==> src/rtl/seq_divider_pkg.sv <==
// seq_divider_pkg: shared width default and FSM state encoding for the sequential divider.
package seq_divider_pkg;

    localparam int DIV_WIDTH = 64;

    typedef enum logic [1:0] {
        IDLE = 2'd0,
        RUN  = 2'd1,
        DONE = 2'd2
    } state_e;

endpackage

==> src/rtl/seq_divider_div_step.sv <==
// div_step: one restoring-division step; shift in the dividend MSB, trial-subtract, keep or restore.
module div_step #(
    parameter int WIDTH = 64
) (
    input  logic [WIDTH:0]   rem_i,
    input  logic             msb_i,
    input  logic [WIDTH-1:0] dvs_i,
    output logic [WIDTH:0]   rem_o,
    output logic             q_o
);

    logic [WIDTH+1:0] shifted;
    logic [WIDTH+1:0] diff;

    // One extra bit so the sign of the trial subtraction is explicit
    always_comb begin
        shifted = {rem_i, msb_i};
        diff    = shifted - {2'b00, dvs_i};
        q_o     = ~diff[WIDTH+1];
        rem_o   = q_o ? diff[WIDTH:0] : shifted[WIDTH:0];
    end

endmodule

==> src/rtl/seq_divider.sv <==
// seq_divider: radix-2 restoring unsigned divider, one quotient bit per cycle.
module seq_divider
    import seq_divider_pkg::*;
#(
    parameter int WIDTH = DIV_WIDTH
) (
    input  logic             clk,
    input  logic             rst,
    input  logic             start,
    input  logic [WIDTH-1:0] a,
    input  logic [WIDTH-1:0] b,
    output logic             busy,
    output logic             done,
    output logic [WIDTH-1:0] quotient,
    output logic [WIDTH-1:0] remainder,
    output logic             div_by_zero
);

    localparam int CW = $clog2(WIDTH + 1);

    state_e           state_q, state_d;
    logic [WIDTH-1:0] dvd_q, dvd_d, dvs_q, dvs_d;
    logic [WIDTH:0]   rem_q, rem_d, rem_step;
    logic [CW-1:0]    cnt_q, cnt_d;
    logic             dz_q, dz_d, q_bit;
    logic             busy_q, busy_d, done_q, done_d, div_by_zero_q, div_by_zero_d;
    logic [WIDTH-1:0] quotient_q, quotient_d, remainder_q, remainder_d;

    div_step #(.WIDTH(WIDTH)) u_step (
        .rem_i (rem_q),
        .msb_i (dvd_q[WIDTH-1]),
        .dvs_i (dvs_q),
        .rem_o (rem_step),
        .q_o   (q_bit)
    );

    // dvd_q shifts out dividend bits and shifts in quotient bits, ending as the quotient
    always_comb begin
        state_d       = state_q;
        dvd_d         = dvd_q;
        dvs_d         = dvs_q;
        rem_d         = rem_q;
        cnt_d         = cnt_q;
        dz_d          = dz_q;
        done_d        = 1'b0;
        quotient_d    = quotient_q;
        remainder_d   = remainder_q;
        div_by_zero_d = div_by_zero_q;
        case (state_q)
            IDLE: begin
                if (start && b == '0) begin
                    state_d = DONE;
                    dvd_d   = '1;
                    dvs_d   = '0;
                    rem_d   = {1'b0, a};
                    cnt_d   = '0;
                    dz_d    = 1'b1;
                end else if (start) begin
                    state_d = RUN;
                    dvd_d   = a;
                    dvs_d   = b;
                    rem_d   = '0;
                    cnt_d   = CW'(WIDTH);
                    dz_d    = 1'b0;
                end
            end
            RUN: begin
                dvd_d   = {dvd_q[WIDTH-2:0], q_bit};
                rem_d   = rem_step;
                cnt_d   = cnt_q - CW'(1);
                state_d = (cnt_q == CW'(1)) ? DONE : RUN;
            end
            DONE: begin
                state_d       = IDLE;
                done_d        = 1'b1;
                quotient_d    = dvd_q;
                remainder_d   = rem_q[WIDTH-1:0];
                div_by_zero_d = dz_q;
            end
            default: state_d = IDLE;
        endcase
        busy_d = state_d != IDLE;
    end

    always_ff @(posedge clk) begin
        if (rst) begin
            state_q       <= IDLE;
            dvd_q         <= '0;
            dvs_q         <= '0;
            rem_q         <= '0;
            cnt_q         <= '0;
            dz_q          <= 1'b0;
            busy_q        <= 1'b0;
            done_q        <= 1'b0;
            quotient_q    <= '0;
            remainder_q   <= '0;
            div_by_zero_q <= 1'b0;
        end else begin
            state_q       <= state_d;
            dvd_q         <= dvd_d;
            dvs_q         <= dvs_d;
            rem_q         <= rem_d;
            cnt_q         <= cnt_d;
            dz_q          <= dz_d;
            busy_q        <= busy_d;
            done_q        <= done_d;
            quotient_q    <= quotient_d;
            remainder_q   <= remainder_d;
            div_by_zero_q <= div_by_zero_d;
        end
    end

    assign busy        = busy_q;
    assign done        = done_q;
    assign quotient    = quotient_q;
    assign remainder   = remainder_q;
    assign div_by_zero = div_by_zero_q;

endmodule

==> config.mk <==
export PLATFORM = sky130hd
export DESIGN_NAME = seq_divider
export DESIGN_NICKNAME = d
export VERILOG_FILES = /design/src/rtl/seq_divider_pkg.sv /design/src/rtl/seq_divider_div_step.sv /design/src/rtl/seq_divider.sv
export SDC_FILE = /design/constraint.sdc
export NUM_CORES = 1
export LEC_CHECK = 0
export ABC_AREA = 0
export CAP_MARGIN = 20
export CORE_ASPECT_RATIO = 1.2
export CORE_MARGIN = 8
export CORE_UTILIZATION = 51
export CTS_BUF_LIST = sky130_fd_sc_hd__clkbuf_8
export DETAILED_ROUTE_END_ITERATION = 7
export GPL_TIMING_DRIVEN = 0
export PLACE_DENSITY = 0.79
export SYNTH_ARGS = -nofsm -noshare
export SYNTH_HDL_FRONTEND = slang
export SYNTH_HIERARCHICAL = 1
export SYNTH_SLANG_ARGS = --single-unit
==> constraint.sdc <==
create_clock -name clk -period 3.1 [get_ports clk]
set_input_delay 0.62 -clock clk [delete_from_list [all_inputs] [get_ports clk]]
set_output_delay 0.62 -clock clk [all_outputs]
set_load 0.005 [all_outputs]
## Word level (Yosys, flattened, before mapping)

Cells that the tools add are included.

- Bits in registers: 334
- Bits of input ports: 131
- Output and inout bits: 131
- Logic and storage cells: 45

- Add/subtract/negate cells: 2
- Equality and inequality tests: 4
- Mux-type cells: 19
- Bitwise logic cells: 1
- Reduce and logical (&&, ||, !) cells: 8

Operators by type and width:

| cell | count |
|---|---|
| 2-to-1 mux 64 bit | 4 |
| 2-to-1 mux 65 bit | 3 |
| one-hot mux 65 bit (2 select lines) | 1 |
| one-hot mux 64 bit (2 select lines) | 1 |
| subtractor 66 x 64 -> 66 bit | 1 |
| zero test 64 bit | 1 |
| 2-to-1 mux 7 bit | 2 |
| one-hot mux 7 bit (2 select lines) | 1 |
| == test 7 x 1 -> 1 bit, second input constant | 1 |
| subtractor 7 x 1 -> 7 bit, second input constant | 1 |
| 2-to-1 mux 2 bit | 3 |
| nonzero test 2 bit | 3 |
| one-hot mux 2 bit (2 select lines) | 1 |
| AND reduction 2 bit | 2 |
| 2-to-1 mux 1 bit | 3 |
| inequality test 3 bit, second input constant | 1 |
| == test 2 x 1 -> 1 bit, second input constant | 1 |
| == test 2 bit, second input constant | 1 |
| zero test 2 bit | 1 |
| logical AND 1 bit | 1 |
| NOT 1 bit | 1 |

## Depth between registers and ports, before layout

Gate-level depths: netlist (run 1).

- Depth in word-level cells: 5
- Mapped depth: 17
- Depth with buffers taken out: 15

## Hierarchy

Netlist (run 1), hierarchy kept.

Modules (own cells, without submodules):

| module | instances | cells each | area each (µm²) |
|---|---|---|---|
| seq_divider | 1 | 1,372 | 12,147.9 |
| div_step | 1 | 793 | 4,857.2 |

## Worst setup path before layout (run 1)

OpenSTA, ideal clock, no wires.

- Kind: reg-to-reg
- From: register dvd_q[63]
- To: register rem_q[64]
- Setup time: 128 ps
- Data arrival time: 3,094 ps
- Required time: 2,972 ps
- Slack: -121 ps
- Stages on the path, launching flop included: 16
- Path buffers: 0
- Clock period less this slack: 3,221 ps
- Cell sequence: dfxtp_1 -> inv_1 -> ha_1 -> fa_1 -> nand2b_1 -> a21oi_2 -> o2111ai_1 -> a32oi_1 -> a41oi_1 -> o31a_1 -> o21ai_2 -> a21oi_1 -> o211a_1 -> xor2_1 -> a22oi_1 -> nor2_1

- Cells in the longest elaborated chain, start to end: 3

Ends and longest elaborated chain:

| what | RTL line | RTL |
|---|---|---|
| from (decl) | seq_divider.sv:22 | `logic [WIDTH-1:0] dvd_q, dvd_d, dvs_q, dvs_d;` |
| from (signal assigned) | seq_divider.sv:100 | `dvd_q <= dvd_d;` |
| subtractor 66 x 64 -> 66 bit | seq_divider_div_step.sv:18 | `diff = shifted - {2'b00, dvs_i};` |
| 2-to-1 mux 65 bit | seq_divider_div_step.sv:20 | `rem_o = q_o ? diff[WIDTH:0] : shifted[WIDTH:0];` |
| via rem_step[64] | seq_divider.sv:23 | `logic [WIDTH:0] rem_q, rem_d, rem_step;` |
| one-hot mux 65 bit (2 select lines) | seq_divider.sv:49 | `case (state_q)` |
| to (signal assigned) | seq_divider.sv:102 | `rem_q <= rem_d;` |
| to (decl) | seq_divider.sv:23 |  |

The timed path passes the listed nets, and every way through them passes these cells.
A chain may end at the register's enable or synchronous reset.

## Worst setup path after layout (run 1)

- From: register dvd_q[63]
- To: register rem_q[48]

Same word-level chain as after synthesis.

==> results list, run 1 <==
- Result of the run: finished with violations
- Failing checks: setup timing
- Iteration count of the initial detailed-routing pass: 7
* Netlist area before placement: 17,000 um^2
* Final worst path period need: 3470 ps
- Post-Synthesis Mean Instance Area: 7.85 um^2
- Number of cells produced by synthesis: 2,165
- The compound-gate portion of the synthesized area was 0.287.
- Of all nets on the critical path, the largest fanout is 4.
- In this run the clock root is driven by a clkbuf_8.
* First-pass GRT wire length: 99.3 mm
- In the post-synthesis netlist, the biggest area contributors are dfxtp_1 39%, nand2_1 10%, a21oi_1 8.2%.
- Row generation in the floorplan step produced 73 rows.
- Most used cell along the critical path: a21oi_4
* Setup Skew: 20.9 ps
- The share of the Yosys chip area taken by registers is 0.393.
- Combinational family with the most area after synthesis: compound AO/OA/AOI/OAI gates
* Critical-path top delay cell: dfxtp_4
- For this run the aggregate overflow at the end of global routing stands at 0.
- In the global route stage, overall resource usage came out at 0.315.
- Number of nets at the end of the flow: 2,725
- Pin placement for this block handled 262 I/O pins.
* Port Buffers: 260
- For this design the ratio of total power to cell area is 467 nW/um^2.
* Setup crit start kind: flip-flop
- Measured against the total synthesized area, the mux share comes to 0.00265.
* Data required, critical path: 3590 ps
- Clock tree from TritonCTS: yes
- dfxtp_1 takes more of the synthesized area than any other cell.
- Of the post-synthesis cell area, the dominant cell type holds 0.393.
- Xor-xnor portion of the synthesized cell area: 0.0314
- The via count of the first global-routing pass was 18,104.
- Number of routed nets with antenna violations: 0
- Traced cell by cell, the critical path runs through inv_2, ha_4, fa_2, nand2b_4, a21oi_4, o2111ai_2, a32oi_2, a41oi_4, o31a_1, o21ai_4, a21oi_4, buf_4, xor2_1, o21ai_1, a22oi_1, o22ai_1.
* Half-perimeter wire length of the detailed placement result: 49.0 mm
- The count of final hold-check violations came to 0.
* Setup CP Type: reg -> reg
- Yosys synthesis warning count: 6
* Slew at the pin with the worst max-slew slack: 1220 ps
* Highest clock frequency the design can meet: 0.288 GHz
* Clock Sinks: 334
- Arithmetic-cell share of the synthesized area counting full adders, half adders and majority gates: 0.0497
- Top flip-flop cell by instance count after synthesis: dfxtp_1
- Crit path setup slack, layout: -370 ps
- Vias per cell: 6.07
* Number of buffers created by CTS: 54
- Count of cell types in the netlist: 78
* Share of layout cells above drive strength 1: 0.188
- Starting density of the core: 0.516
- The synthesized design contains 334 register bits.
- The final layout contains routed wiring with a total length of 66.4 mm.
* Largest net degree at the start of global routing: 16
* EDFF count, synth: 0
- STA classifies the critical path endpoint as a flip-flop.
- Counting along the longest clock path gives a buffer depth of 3.
* Simple-Gate Fraction of Synth Area: 0.170
* Number of DRC markers after the initial detailed-route iteration: 1,645
* Sum of internal, switching and leakage power: 11,000 uW
* Worst slew margin relative to its limit: 0.184
* Instance area after placement: 20,200 um^2
* Tightest Hold Check Type: reg -> reg
* Number of antenna violations at the first check in global routing: 1
- Hold-fix buffer count after cts: 0
- For the worst setup path, the data arrival time is 3960 ps.
- Overall die height: 216 um
- The finished cells cover 23,700 um^2.
* Most used standard cells in the synthesized netlist: 451 x nand2_1, 334 x dfxtp_1, 277 x a21oi_1
- Counting every net in the synthesized netlist gives 2,363.
* Mean routed wirelength per cell: 22.0 um
* Filler Cells Inserted: 2,604
* Fin Hold WS: 451 ps
- The core region is 33,000 um^2.
- Number of violations of the max-capacitance limit: 0
- Number of pins exceeding their max-slew limit in the final report: 0
- Slowest Stage Delay on Critical Path: 370 ps
* Synth async-reset ratio: 0
- Clock latency on the worst-skew pair, taken at its later pin, is 630 ps.
- Final core utilization: 0.717
- Largest voltage drop on the vdd net: 0.000471 V
- Area delta synth->final: 39.1%
- The die covers 39,500 um^2.
- Setup repair after global routing could not meet its margin everywhere.
- The most common cell in the synthesized netlist is nand2_1.
- Residual DRC count: 0
* Routability congestion estimate from global placement: 0.961
- The H-tree generated during clock tree synthesis spans 2 levels.
* Chip Width: 183 um
- In the finished design, the share of the clock period the worst path needs comes to 1.12.
- Setup violations remaining at the end of the flow were counted as 66.
* Leak: 0.00866 uW
* Reg clk slew, reported paths: 60 ps
- Summing over every cut layer, the via total after detailed routing is 18,343.
-- sequential cells by signal, summed over array words and instances (netlist names) --
register     cells
rem_q           65
dvd_q           64
dvs_q           64
quotient        64
remainder       64
cnt_q            7
state_q          2
busy             1
div_by_zero      1
done             1
dz_q             1
-- placed cells by master (no fill, tap or decap), drive strengths merged, types with 65 or more instances in the layout --
master	netlist	routed
clkdlybuf4s50	0	260
dfxtp	334	334
o21ai	113	113
nand2	452	452
o22ai	65	65
inv	91	110
a21oi	280	280
a22oi	65	65
o221ai	66	66
nor2	116	116
ha	66	66
clkbuf	135	174
buf	37	103
-- worst paths after layout --
kind	end	slack [ps]	startpoint	depth (start not counted)
hold / removal	remainder[37]	450	remainder[37]	2
hold reg to reg	remainder[37]	450	remainder[37]	2
setup reg to reg	rem_q[48]	-370	dvd_q[63]	16
setup / recovery	rem_q[48]	-370	dvd_q[63]	16
-- repair_timing --
action	in CTS	in global routing
pin swaps	143	126
gates resized for setup	262	244
cloned	7	0
setup endpoints to repair	66	66
setup buffers	31	28
-- cell families after synthesis --
group,after synthesis
xor+xnor,61
flops,334
buf+inv,263
mux,4
compound gates,746
simple gates,690
fa+ha+maj,67
-- per-layer routing --
| metal | track usage | part of all wire |
|---|---|---|
| met3 | 0.0728 | 0.078 |
| met2 | 0.524 | 0.47 |
| met4 | 0.131 | 0.048 |
| met1 | 0.385 | 0.41 |
| met5 | 0 | 0 |
-- report_power, final --
part | internal (uW) | switching [uW]
registers | 4520 | 177
clock network | 2110 | 1890
logic | 906 | 1440
total | 7540 | 3510
-- critical path: cells and delay by family (launching register included) --
family / cells / cell delay (ps)
AOI/OAI and AO/OA: 10 / 1980
adders and majority gates: 2 / 500
DFF: 1 / 370
buffers and inverters: 2 / 210
and+or+nand+nor: 1 / 160
xor gates and xnor gates: 1 / 130
-- through the flow --
stage                     instances  setup WS (ps)  TNS (ps)
after floorplan                2165          -10.1     -10.1
final                          3021           -370     -7690
after global placement         2875           -866    -66620
after CTS                      2996           -379     -8280
after detailed placement       2875           -859    -62760
after global routing           3021           -468    -13920
-- final cells by class --
cell class,count,area [um^2],share of cell area
flip-flops and latches,334,6750,0.285
plain buffers,151,835,0.0353
multi-input cells,1568,10700,0.454
inverters,91,345,0.0146
clock inverters,40,305,0.0129
repair buffers,327,3310,0.140
diodes,1,2.50,0.000106
well taps,450,563,0.0238
clock buffers,59,812,0.0343
Power figures use the tool's default switching activity.
==> inputs of run 2 (changes only) <==
--- a/config.mk
+++ b/config.mk
@@ -16,5 +16,4 @@
 export PLACE_DENSITY = 0.79
 export SYNTH_ARGS = -nofsm -noshare
 export SYNTH_HDL_FRONTEND = slang
-export SYNTH_HIERARCHICAL = 1
 export SYNTH_SLANG_ARGS = --single-unit
==> results list, run 2 <==
- Starting density of the core: 0.515 (-0.000960)
- The iteration-0 DRC count of the detailed router came to 1,763 (+7.2%).
* Maximum level of the CTS H-tree: 2 (unchanged)
- Total count of hold-check failures in the final report: 0 (unchanged)
- Counting flops per register, the top entry is rem_q.
- The share of async-settable or async-resettable flops after synthesis is 0 (unchanged).
- The area share of fa/ha/maj cells after synthesis is 0.0485 (-0.00125).
- Setup Skew: 45.1 ps (+24.2 ps)
- Reg clk slew, reported paths: 60 ps (about the same)
* Largest register FFs: 65 (unchanged)
* Final design instance area without fill: 24,600 um^2 (+4.2%)
* Data required, critical path: 3660 ps (+70 ps)
- Port Buffers: 260 (unchanged)
- The number of enable-type register cells in the synthesized netlist is 0 (unchanged).
* Number of cell instances on the worst register-to-register path: 13 (-3)
* CP startpoint: dvd_q[63]
- The number of buffers on the longest clock path came to 3 (unchanged).
- Share of the synthesized area in the top cell type: 0.383 (-0.00990)
- Largest net degree at the start of global routing: 16 (unchanged)
* Most repeated cell in the gate-level netlist after synthesis: nand2_1
* Clock tree from TritonCTS: yes
- Simple-Gate Fraction of Synth Area: 0.246 (+0.0758)
- Library cell occupying the most area in the post-synthesis netlist: dfxtp_1
* Compound-Gate Fraction of Synth Area: 0.215 (-0.0712)
- The height of the chip came to 219 um (+1.2%).
- The flop-to-flop setup slack came to -380 ps (about the same).
- The clock latency on the worst-skew pair is 670 ps (+40 ps).
* Grt met3 use: 0.0701 (-0.00266)
- The critical-path maximum fanout was 4 (unchanged).
- The final reports fail on setup timing.
* Sequential cell fraction of total power: 0.209 (-0.216)
- I/O pin count: 262 (unchanged)
- The setup path with the least slack is of type reg -> reg.
- The count of TritonRoute iterations in the first routing pass is 8 (+1).
- The routed wirelength normalized by instance count came to 23.3 um (+6.2%).
* Remaining global-route overflow: 0 (unchanged)
- The portion of netlist area occupied by mux cells came to 0.0235 (+0.0209).
- The final sum of negative setup slack came to -13,950 ps (-6260 ps).
- Busiest metal layer after global routing: met2
- The routing usage on met1 came to 0.399 (+0.0143).
- The hold buffer count at cts was 0 (unchanged).
* Share of layout cells above drive strength 1: 0.180 (-0.00775)
* Tightest Hold Check Type: reg -> reg
- The synthesized instance count came to 2,341 (+8.1%).
- The final-stage net count was 2,946 (+8.1%).
* Flop and latch count out of synthesis: 334 (unchanged)
- In the synthesized netlist the dominant register cell turns out to be dfxtp_1.
- Seq/Total Area, Yosys: 0.383 (-0.00990)
- The arrival time of the worst setup path was 4050 ps (+90 ps).
* Residual DRC count: 0 (unchanged)
* Number of vias after detailed routing: 19,781 (+7.8%)
- Ratio of total power to cell area: 1060 nW/um^2 (+130%)
- Crit path setup slack, layout: -383 ps (-13.0 ps)
* Clock Sinks: 334 (unchanged)
- The sum of routed wire length over all layers was 75.8 mm (+14%).
- Result of the run: finished with violations
- Unrepaired setup endpoints after global routing: yes
* Number of buffers created by CTS: 54 (unchanged)
* All-layer global routing usage: 0.356 (+0.0411)
- Area of the die: 40,400 um^2 (+2.4%)
- Number of pins exceeding their max-slew limit in the final report: 0 (unchanged)
- Synth Net Count: 2,539 (+7.4%)
- The area growth from synthesis to layout is 41.2%.
* Number of standard-cell rows in the floorplan: 74 (+1.4%)
- Combinational family with the most area after synthesis: simple AND/OR/NAND/NOR gates
* Number of global-route vias before repair: 19,097 (+5.5%)
* Slew at the pin with the worst max-slew slack: 1200 ps (-28.2 ps)
* Capturing instance or port of the critical path: rem_q[54]
* Switching Power: 11,000 uW (+210%)
* Final core utilization: 0.727 (+0.00981)
- Leak: 0.00948 uW (+9.4%)
- Number of antenna violations at the first check in global routing: 1 (unchanged)
* Count of final setup violators: 66 (unchanged)
* Top cells by area, synth: dfxtp_1 38%, nand2_1 11%, a21oi_1 9.1%
- Clock group share of total power: 0.164 (-0.199)
- Number of violations of the max-capacitance limit: 0 (unchanged)
- Instance area after placement: 20,700 um^2 (+2.5%)
- The maximum resistive drop on vdd was 0.000774 V (+64%).
- Count of cell types in the netlist: 73 (-6.4%)
- Internal power summed over all cells: 15,100 uW (+100%)
- The startpoint identified for the worst register-to-register timing path is dvd_q[63].
- Fin Hold WS: 452 ps (+1.26 ps)
* Xor-xnor portion of the synthesized cell area: 0.0256 (-0.00581)
- The root buffer cell chosen for the clock tree is clkbuf_8.
- The post-synthesis instance area is 17,400 um^2 (+2.6%).
- The number of filler instances in the final layout came to 2,672 (+2.6%).
* Number of routed nets with antenna violations: 0 (unchanged)
- Core area: 33,900 um^2 (+2.8%)
* Routability congestion estimate from global placement: 0.976 (+1.7%)
- The global routing usage on met2 came to 0.587 (+0.0632).
- Most used standard cells in the synthesized netlist: 511 x nand2_1, 334 x dfxtp_1, 318 x a21oi_1
* Highest clock frequency the design can meet: 0.287 GHz (-0.37%)
- The mean cell area of the mapped netlist was 7.45 um^2 (-5.1%).
- Final worst path period need: 3480 ps (+13.0 ps)
* Leading cell type in the layout, fill and taps excluded: nand2_1
- The pre-CTS setup slack came to -1800 ps (-943 ps).
- The switching share of power came to 0.421 (+0.103).
- Worst slew margin relative to its limit: 0.203 (+0.0188)
- Chip Width: 185 um (+1.2%)
* Vias per cell: 6.09 (+0.27%)
* Setup crit start kind: flip-flop
- Kind of end point of the critical path: flip-flop
- Critical R2R Capture: rem_q[54]
- The first-pass GRT wire length came to 111 mm (+11%).
- Yosys synthesis warning count: 0 (-6)
* Half-perimeter wire length of the detailed placement result: 55.2 mm (+13%)
- Most used cells in the layout excluding fill and tap cells: 499 x nand2_1, 295 x a21oi_1, 295 x dfxtp_1, 260 x clkdlybuf4s50_1, 236 x nor2_1
- The part of the total power dissipated in combinational logic is 0.627 (+0.415).
* Final worst-path cycle share: 1.12 (+0.00419)
## run 2: cell count changes after synthesis, moves of 49 or more
cell,before,now
nand2_1,451,511
a22o_1,64,1
o22ai_1,65,1
a22oi_1,65,0
nor2_1,115,248
o21ai_0,104,55
## run 2: metrics by stage
step	instances	total power, uW
CTS	3226	24000
global route	3249	26900
global placement	3057	14800
floorplan	2341	11900
detailed placement	3057	14900
finish	3249	26000
## run 2: critical path, cell delays in order, from the launching register on
cell and delay [ps]:
dfxtp_2 340, inv_2 50, ha_4 150, fa_2 390, nor2b_4 160, o2111ai_4 140
a211o_1 330, nand4_1 200, nand3b_1 250, a2111oi_4 490, o21ai_4 150, or4_1 410
a41o_1 210, a21oi_2 130
## run 2: repair_timing
action / CTS / global route
setup buffers: 73 / 34
pin swaps: 87 / 65
gates resized for setup: 311 / 129
endpoints found under the setup margin: 132 / 85
cloned: 7 / 0
## run 2: worst min path at each step
| stage | from | to | slack, ps | cells after the start |
|---|---|---|---|---|
| 6_report | quotient[19] | quotient[19] | 450 | 2 |
| 3_5_place_dp | quotient[46] | quotient[46] | 450 | 2 |
| 4_1_cts | quotient[46] | quotient[46] | 450 | 2 |
| 2_1_floorplan | dz_q | div_by_zero | 430 | 2 |
| 5_1_grt | quotient[46] | quotient[46] | 470 | 2 |
| 3_3_place_gp | remainder[21] | remainder[21] | 440 | 2 |
## run 2: routing by layer
metal  up-vias  wire length, um
met4         0             6830
li1       9010                -
met5         -                0
met2      1100            34800
met1      9326            27500
met3       345             6710
## run 2: power groups by stage
stage / Sequential, uW / Combinational [uW] / Clock (uW)
after floorplan: 5140 / 6780 / 0
after global placement: 5400 / 9440 / 0
after detailed placement: 5410 / 9540 / 0
after CTS: 5360 / 14400 / 4280
after global routing: 5460 / 17000 / 4470
final: 5440 / 16300 / 4280
## run 2: logic make-up after synthesis
kind of cell / Yosys count
xor gates and xnor gates: 51
and+or+nand+nor: 996
DFF: 334
muxes: 37
AOI/OAI and AO/OA: 601
adders and majority gates: 67
buffers and inverters: 255
## run 2: area by class of cell
cell class / instances / area [um^2] / share of cell area
clock buffers: 66 / 908 / 0.0369
clock inverters: 34 / 287 / 0.0116
inverters: 87 / 327 / 0.0133
diodes: 1 / 2.50 / 0.000102
well taps: 456 / 571 / 0.0232
repair buffers: 370 / 3720 / 0.151
plain buffers: 149 / 759 / 0.0308
multi-input cells: 1752 / 11300 / 0.459
flip-flops and latches: 334 / 6770 / 0.275
==> RTL change (config.mk and constraints of run 2) <==
Add an input register stage for `start`, `a` and `b`, with the module's reset; this delays them by one clock.
--- a/src/rtl/seq_divider.sv
+++ b/src/rtl/seq_divider.sv
@@ -19,2 +19,18 @@
     localparam int CW = $clog2(WIDTH + 1);
+
+    logic start_q;
+    logic [WIDTH-1:0] a_q;
+    logic [WIDTH-1:0] b_q;
+
+    always_ff @(posedge clk) begin
+        if (rst) begin
+            start_q <= '0;
+            a_q     <= '0;
+            b_q     <= '0;
+        end else begin
+            start_q <= start;
+            a_q     <= a;
+            b_q     <= b;
+        end
+    end
 
@@ -50,3 +66,3 @@
             IDLE: begin
-                if (start && b == '0) begin
+                if (start_q && b_q == '0) begin
                     state_d = DONE;
@@ -54,9 +70,9 @@
                     dvs_d   = '0;
-                    rem_d   = {1'b0, a};
+                    rem_d   = {1'b0, a_q};
                     cnt_d   = '0;
                     dz_d    = 1'b1;
-                end else if (start) begin
+                end else if (start_q) begin
                     state_d = RUN;
-                    dvd_d   = a;
-                    dvs_d   = b;
+                    dvd_d   = a_q;
+                    dvs_d   = b_q;
                     rem_d   = '0;
Formal check against the unedited RTL: not equivalent (Yosys sat finds a counterexample within 4 cycles, from zero or initial values and one cycle with rst high).
==> RTL change against run 2 <==
- the run still ends with negative setup slack left
- final cell count rose by 11%
- synthesized area is 19% higher
- count of clock-buffer cells in the layout is 30 higher
- worst setup slack gained 0.085 ns
- highest routed layer unchanged
- total power decreased by 4.9%
- first-iteration DRC count up 1.0%
- final area up 13%
- routed wire length increased by 0.25%
- sequential cell count grew 129
==> RTL change: results (changes against run 2) <==
outcome complete, but fails checks; failing checks negative setup slack; final setup fails 65 (-1.5%); Hold Slack 0.443 ns (-0.00979 ns); Worst R2R End rem_q[62]; worst-margin pin slew 1.06 ns (-0.133 ns); Final nets 3205 (+8.8%); Hold Startpoint b_q[49]; post-synthesis mux area share 1.64% (-0.71 points); vias in the first global route 20600 (+7.8%); Power per Cell Area 886 mW/mm2 (-16%); worst slack at placement -1.26 ns (+0.541 ns); pin count of the biggest net entering global routing 12 (-4); DP HPWL 56300 um (+2.0%); P_leak 10.3 nW (+8.2%); reg2reg path depth 14 (+1); worst setup margin -0.298 ns (+0.0845 ns); register area share after synthesis 44.6% (+6.3 points); largest cells by area after synthesis dfxtp_1, nand2_1, a21oi_1; Port Buf Inserts 261 (+0.38%); Cell variety after synth 70 (-4.1%); Pre-antenna DRT Iters 7 (-1); GP Congestion 0.978 (+0.18%); Setup Skew 0.0375 ns (-0.00762 ns); share of cells above drive strength 1 14.9% (-3.1 points)
[RTL change: metrics by stage]
stage | TNS, ns | cell area (um2) | cells | utilization (%)
3_3_place_gp | -174.29 | 24100 | 3391 | 59.6
4_1_cts | -5.18 | 27500 | 3589 | 67.9
5_1_grt | -18.45 | 27900 | 3605 | 69.1
6_report | -9.75 | 27900 | 3606 | 69.1
2_1_floorplan | -0.0284 | 20800 | 2591 | -
3_5_place_dp | -140.93 | 24100 | 3394 | 59.7
[RTL change: tightest hold or removal path, stage by stage (launching register included)]
cell and delay [ns]:
dfxtp_1 0.31, nand2_1 0.06, a21oi_1 0.05
[RTL change: power by group through the flow]
stage	registers (mW)	clock network (mW)	logic, mW
finish	6.98	5.65	12.1
global placement	7.00	0	7.71
CTS	6.92	5.70	11.2
global route	7.00	5.99	12.8
detailed placement	7.01	0	7.79
floorplan	6.78	0	5.70
[RTL change: cell families after synthesis]
| logic type | count (synthesis) |
|---|---|
| adders and majority gates | 67 |
| DFF | 463 |
| and+or+nand+nor | 943 |
| AOI/OAI and AO/OA | 749 |
| xor gates and xnor gates | 59 |
| buffers and inverters | 276 |
| muxes | 34 |
[RTL change: repair_timing]
| action | CTS | global route |
|---|---|---|
| buffers inserted | 67 | 21 |
| gates cloned | 6 | 0 |
| setup endpoints to repair | 130 | 181 |
| resized for setup | 284 | 135 |
| pin swaps | 74 | 65 |
[RTL change: layer usage]
layer / vias to the layer above / wire (um) / GRT usage (%)
li1: 9801 / - / -
met1: 9863 / 30900 / 37.8
met2: 1059 / 35000 / 50.4
met3: 242 / 6310 / 5.99
met4: 0 / 3710 / 15.0
met5: - / 0 / 0
[RTL change: how the worst max path moves through the flow]
stage	startpoint	endpoint	slack, ns
floorplan	dvs_q[15]	rem_q[62]	-0.03
CTS	dvd_q[63]	rem_q[62]	-0.33
global route	rem_q[53]	rem_q[62]	-0.41
detailed placement	b_q[20]	rem_q[60]	-1.26
finish	dvd_q[63]	rem_q[62]	-0.30
global placement	b_q[20]	rem_q[60]	-1.24
[RTL change: layout make-up]
cell class | count | area (um2)
fillers | 3226 | 12500
multi-input cells | 1852 | 11600
diodes | 2 | 5.00
well taps | 539 | 674
clock inverters | 38 | 299
repair buffers | 354 | 3530
clock buffers | 96 | 1320
inverters | 87 | 329
flip-flops and latches | 463 | 9330
plain buffers | 175 | 838
